`config.mk`:
```
export PLATFORM = sky130hd
export DESIGN_NAME = spi_master
export DESIGN_NICKNAME = d
export VERILOG_FILES = /design/src/rtl/spi_master.sv
export SDC_FILE = /design/constraint.sdc
export NUM_CORES = 1
export LEC_CHECK = 0
export CORE_MARGIN = 5
export CORE_UTILIZATION = 43
export CTS_CLUSTER_SIZE = 16
export DETAILED_ROUTE_END_ITERATION = 7
export PLACE_DENSITY_LB_ADDON = 0.05
export SYNTH_ARGS = -nofsm -noshare
export SYNTH_HDL_FRONTEND = slang
export SYNTH_SLANG_ARGS = --single-unit
export TNS_END_PERCENT = 5
```
`constraint.sdc`:
```
create_clock -name clk -period 1.9 [get_ports clk]
set_input_delay 0.285 -clock clk [delete_from_list [all_inputs] [get_ports clk]]
set_output_delay 0.285 -clock clk [all_outputs]
set_load 0.01 [all_outputs]
```
`src/rtl/spi_master.sv`:
```
// SPI mode-0 byte initiator: MSB-first full-duplex transfer with divided mclk,
// slow cs framing for oversampling slaves, and an optional cs-hold mode across bytes.
module spi_master #(
    parameter int unsigned CLKDIV   = 4,
    parameter int unsigned CS_SETUP = 4,
    parameter int unsigned CS_HOLD  = 4,
    parameter int unsigned CS_IDLE  = 2
) (
    input  logic       clk,
    input  logic       rst,
    input  logic       start,
    input  logic [7:0] txdata,
    input  logic       hold,
    input  logic       release_req,
    output logic       ready,
    output logic       done,
    output logic [7:0] rxdata,
    output logic       mclk,
    output logic       mosi,
    output logic       cs,
    input  logic       miso
);

    typedef enum logic [2:0] {IDLE, SETUP, LOW, HIGH, HOLDT, HELD} state_t;

    localparam logic [7:0] DIV_LAST   = 8'(CLKDIV - 1);
    localparam logic [7:0] SETUP_LAST = 8'(CS_SETUP - 1);
    localparam logic [7:0] HOLD_LAST  = 8'(CS_HOLD - 1);
    localparam logic [7:0] IDLE_MIN   = 8'(CS_IDLE);

    state_t     state, state_d;
    logic [7:0] cnt, cnt_d;
    logic [2:0] bitcnt, bitcnt_d;
    logic [6:0] tx_sr, tx_sr_d;
    logic [7:0] rx_sr, rx_sr_d;
    logic [7:0] idle_cnt, idle_cnt_d;
    logic       hold_q, hold_q_d;
    logic       ready_d, done_d, mclk_d, mosi_d, cs_d;
    logic [7:0] rxdata_d;

    always_comb begin
        state_d    = state;
        cnt_d      = cnt;
        bitcnt_d   = bitcnt;
        tx_sr_d    = tx_sr;
        rx_sr_d    = rx_sr;
        idle_cnt_d = idle_cnt;
        hold_q_d   = hold_q;
        ready_d    = 1'b0;
        done_d     = 1'b0;
        rxdata_d   = rxdata;
        mclk_d     = mclk;
        mosi_d     = mosi;
        cs_d       = cs;

        case (state)
            IDLE: begin
                cs_d   = 1'b1;
                mclk_d = 1'b0;
                if (start && ready) begin
                    state_d  = SETUP;
                    cnt_d    = SETUP_LAST;
                    cs_d     = 1'b0;
                    mosi_d   = txdata[7];
                    tx_sr_d  = txdata[6:0];
                    hold_q_d = hold;
                    bitcnt_d = '0;
                end else begin
                    if (idle_cnt != '1)
                        idle_cnt_d = idle_cnt + 8'd1;
                    ready_d = (idle_cnt_d >= IDLE_MIN);
                end
            end

            SETUP: begin
                if (cnt == '0) begin
                    state_d = HIGH;
                    cnt_d   = DIV_LAST;
                    mclk_d  = 1'b1;
                end else begin
                    cnt_d = cnt - 8'd1;
                end
            end

            HIGH: begin
                if (cnt == '0) begin
                    // Sampling at the end of the high phase gives a slow slave time to settle miso.
                    rx_sr_d = {rx_sr[6:0], miso};
                    mclk_d  = 1'b0;
                    if (bitcnt == 3'd7) begin
                        state_d = HOLDT;
                        cnt_d   = HOLD_LAST;
                    end else begin
                        state_d  = LOW;
                        cnt_d    = DIV_LAST;
                        mosi_d   = tx_sr[6];
                        tx_sr_d  = {tx_sr[5:0], 1'b0};
                        bitcnt_d = bitcnt + 3'd1;
                    end
                end else begin
                    cnt_d = cnt - 8'd1;
                end
            end

            LOW: begin
                if (cnt == '0) begin
                    state_d = HIGH;
                    cnt_d   = DIV_LAST;
                    mclk_d  = 1'b1;
                end else begin
                    cnt_d = cnt - 8'd1;
                end
            end

            HOLDT: begin
                if (cnt == '0) begin
                    done_d   = 1'b1;
                    rxdata_d = rx_sr;
                    if (hold_q) begin
                        state_d = HELD;
                        ready_d = 1'b1;
                    end else begin
                        state_d    = IDLE;
                        cs_d       = 1'b1;
                        idle_cnt_d = '0;
                    end
                end else begin
                    cnt_d = cnt - 8'd1;
                end
            end

            HELD: begin
                cs_d   = 1'b0;
                mclk_d = 1'b0;
                // The first low phase doubles as setup time for the follow-on byte.
                if (start) begin
                    state_d  = LOW;
                    cnt_d    = DIV_LAST;
                    mosi_d   = txdata[7];
                    tx_sr_d  = txdata[6:0];
                    hold_q_d = hold;
                    bitcnt_d = '0;
                end else if (release_req) begin
                    state_d    = IDLE;
                    cs_d       = 1'b1;
                    idle_cnt_d = '0;
                end else begin
                    ready_d = 1'b1;
                end
            end

            default: begin
                state_d = IDLE;
                cs_d    = 1'b1;
                mclk_d  = 1'b0;
            end
        endcase
    end

    always_ff @(posedge clk) begin
        if (rst) begin
            state    <= IDLE;
            cnt      <= '0;
            bitcnt   <= '0;
            tx_sr    <= '0;
            rx_sr    <= '0;
            idle_cnt <= '0;
            hold_q   <= 1'b0;
            ready    <= 1'b0;
            done     <= 1'b0;
            rxdata   <= '0;
            mclk     <= 1'b0;
            mosi     <= 1'b0;
            cs       <= 1'b1;
        end else begin
            state    <= state_d;
            cnt      <= cnt_d;
            bitcnt   <= bitcnt_d;
            tx_sr    <= tx_sr_d;
            rx_sr    <= rx_sr_d;
            idle_cnt <= idle_cnt_d;
            hold_q   <= hold_q_d;
            ready    <= ready_d;
            done     <= done_d;
            rxdata   <= rxdata_d;
            mclk     <= mclk_d;
            mosi     <= mosi_d;
            cs       <= cs_d;
        end
    end

endmodule
```
==> flow_summary.yaml <==
run_status:
  outcome: "finished, final reports clean"
cts:
  insertion_delay_ps: 300
  cts_root_buffer: "clkbuf_8"
  tritoncts: "built"
  cts.sinks: 51
  clockBufferDepth: 2
  cts_buffers: 5
  path_clk_slew_ps: 90
  ctsHoldBuffers: 0
  cts_max_level: 2
synthesis:
  ys.flop_type: "dfxtp_1"
  synth-seq-area-share: 0.404
  synthesis.nets: 329
  postSynthCellCount: 311
  yosysTopAreaCellShare: 0.404
  synth_area_mm2: 0.00253
  synth-async-reset-ratio: 0
  syn_area_per_cell_um2: 8.12
  ys_types: 57
  synth_edf_count: 0
  synthTopCellsByArea: "dfxtp_1, nand2_1, a21oi_1"
  ys_ff_latch: 51
  yosys.area.top_type: "dfxtp_1"
  ys_warn_count: 0
grt:
  grtUsageTotal: 0.167
  grt_max_degree: 42
  antenna_found_initial: 0
  grt_pass1_vias: 2228
  grt_overflow: 0
  grt_pass1_wl_mm: 10.2
sta:
  rsz0062_at_grt: "yes"
  worst_pin_slew_ps: 577
  finalHoldViolations: 0
  fmax_ghz: 0.547
  clock_skew_ps: 5.30
  setup_violations: 0
  holdWs_ps: 455
  slew_headroom: 0.613
  period_needed_ps: 1830
  drv_slew: 0
  tns_ps: 0
  fin_ws_ps: 72.4
  final.period_utilization: 0.962
setup_path:
  path_class: "flop to flop"
  cp_max_fo: 4
  startpoint_type: "flop"
  worst_setup_path_end_kind: "flop"
  critical-path-top-delay-family: "simple AND/OR/NAND/NOR gates"
  slowest_delay_ps: 520
  crit_chain: "ha_2 > nor2b_1 > or4_1 > a211oi_2 > a31o_2 > a2111oi_2"
  cp.required_ps: 2080
  cp.arrival_ps: 2010
  cp_slowest_cell: "or4_1"
  crit_buf_inv: 0
floorplanning:
  start_util: 0.434
  num_io_pins: 27
  dieHeight_um: 86.6
  die_area_mm2: 0.00751
  placementRows: 28
  core_area_mm2: 0.00582
  die_w_um: 86.6
power_and_ir_drop:
  p_per_area_mw_per_mm2: 1280
  leakagePower_nw: 1.24
  ir_worst_vdd_mv: 0.598
  total_power_mw: 4.23
route:
  vias: 2387
  wl_per_cell_um: 13.4
  wl_mm: 6.02
  postRouteAntennaNets: 0
  drtIter0Drc: 108
  drc_errors: 0
  firstDrtPassIters: 4
  via_per_inst: 5.33
layout:
  area_growth_pct: 30.9
  instances_no_fill: 448
  drive_above_1_share: 0.190
  fill_cells: 599
  antenna_cells: 0
  final_nets: 391
flow_run:
  cap_violations: 0
placement:
  numPlacedInstances: 440
  dp_hpwl_mm: 4.37
  place.gp.congestion: 0.833
  place_ws_ps: -143
  numPortBuffers: 26
min_path:
  hp-class: "flop to flop"
==> synthesized netlist by cell type, types with 2 or more instances <==
library cell	instances
nor2_1	31
o21ai_2	2
o21ai_0	8
nand4_1	4
nor3b_1	4
a211o_1	2
mux2i_1	5
inv_1	7
or4_1	3
nor3_1	5
and2_1	5
xor2_1	4
dfxtp_1	51
clkbuf_1	12
nand2_1	52
o21bai_1	2
nand3_1	16
o22ai_1	2
buf_6	2
a311oi_1	7
nand2b_1	2
a211oi_1	6
a21oi_1	32
o211ai_1	2
o31ai_1	2
nor2b_1	4
buf_2	2
and3_1	5
ha_1	4
==> metal layers <==
metal,global-route usage,up-vias,wire length [µm]
li1,-,1241,-
met1,0.224,1113,3020
met2,0.271,28,2750
met3,0.0314,5,171
met4,0.0538,0,68
met5,0,-,0
==> layout by cell type (no fill, tap or decap), types with 7 or more instances in the layout <==
cell | Yosys | routed
o21ai_0 | 8 | 8
dfxtp_1 | 51 | 50
inv_1 | 7 | 7
clkdlybuf4s50_1 | 0 | 26
a311oi_1 | 7 | 7
buf_4 | 0 | 42
a21oi_1 | 32 | 32
nand2_1 | 52 | 51
nand3_1 | 16 | 15
nor2_1 | 31 | 31
==> cell type report <==
cell class                 instances  area, µm²  area share
clock inverter                     2       37.5      0.0114
tap                               75       93.8      0.0284
timing repair buffer              71        636       0.192
inverter                           7       26.3     0.00795
multi-input combinational        237       1420       0.430
clock buffer                       5       68.8      0.0208
sequential                        51       1020       0.309
==> metrics by stage <==
stage	instance area, µm²	util
2_1_floorplan	2530	-
3_3_place_gp	3160	0.543
3_5_place_dp	3160	0.543
4_1_cts	3290	0.566
5_1_grt	3310	0.568
6_report	3310	0.568
==> report_power, final <==
part | internal, mW | switching [mW]
Sequential | 1.24 | 0.132
Combinational | 1.05 | 1.06
Clock | 0.386 | 0.367
==> final timing paths <==
path	start	end	slack [ps]	cells after the start
worst max register to register	idle_cnt[0]	ready	70	6
worst max-delay path	idle_cnt[0]	ready	70	6
worst min-delay path	rxdata[2]	rxdata[2]	460	2
worst min register to register	rxdata[2]	rxdata[2]	460	2
==> cell families (layout without fill, tap and decap cells) <==
family,Yosys count,count (layout),share of synthesized area
compound gates,80,80,0.216
buf+inv,23,85,0.0411
flops,51,51,0.404
fa+ha+maj,4,4,0.0198
mux,5,5,0.0198
simple gates,144,144,0.285
xor+xnor,4,4,0.0139
==> flip-flops by register name, summed over array words and instances (netlist names) <==
signal,cells
idle_cnt,8
hold_q,1
mosi,1
cs,1
mclk,1
bitcnt,3
state,3
tx_sr,7
cnt,8
ready,1
rxdata,8
done,1
rx_sr,8
==> worst min-delay path: cells and delay by family, from the launching register on <==
kind               cells  cell delay (ps)
and+or+nand+nor        1               50
AOI/OAI and AO/OA      1               50
DFF                    1              320
==> timing repair <==
item	4_1_cts	5_1_grt
resized for setup	2	4
endpoints found under the setup margin	13	12
pin swaps	1	2
buffers inserted	1	0
No activity file was read; power rests on OpenSTA's default activity.
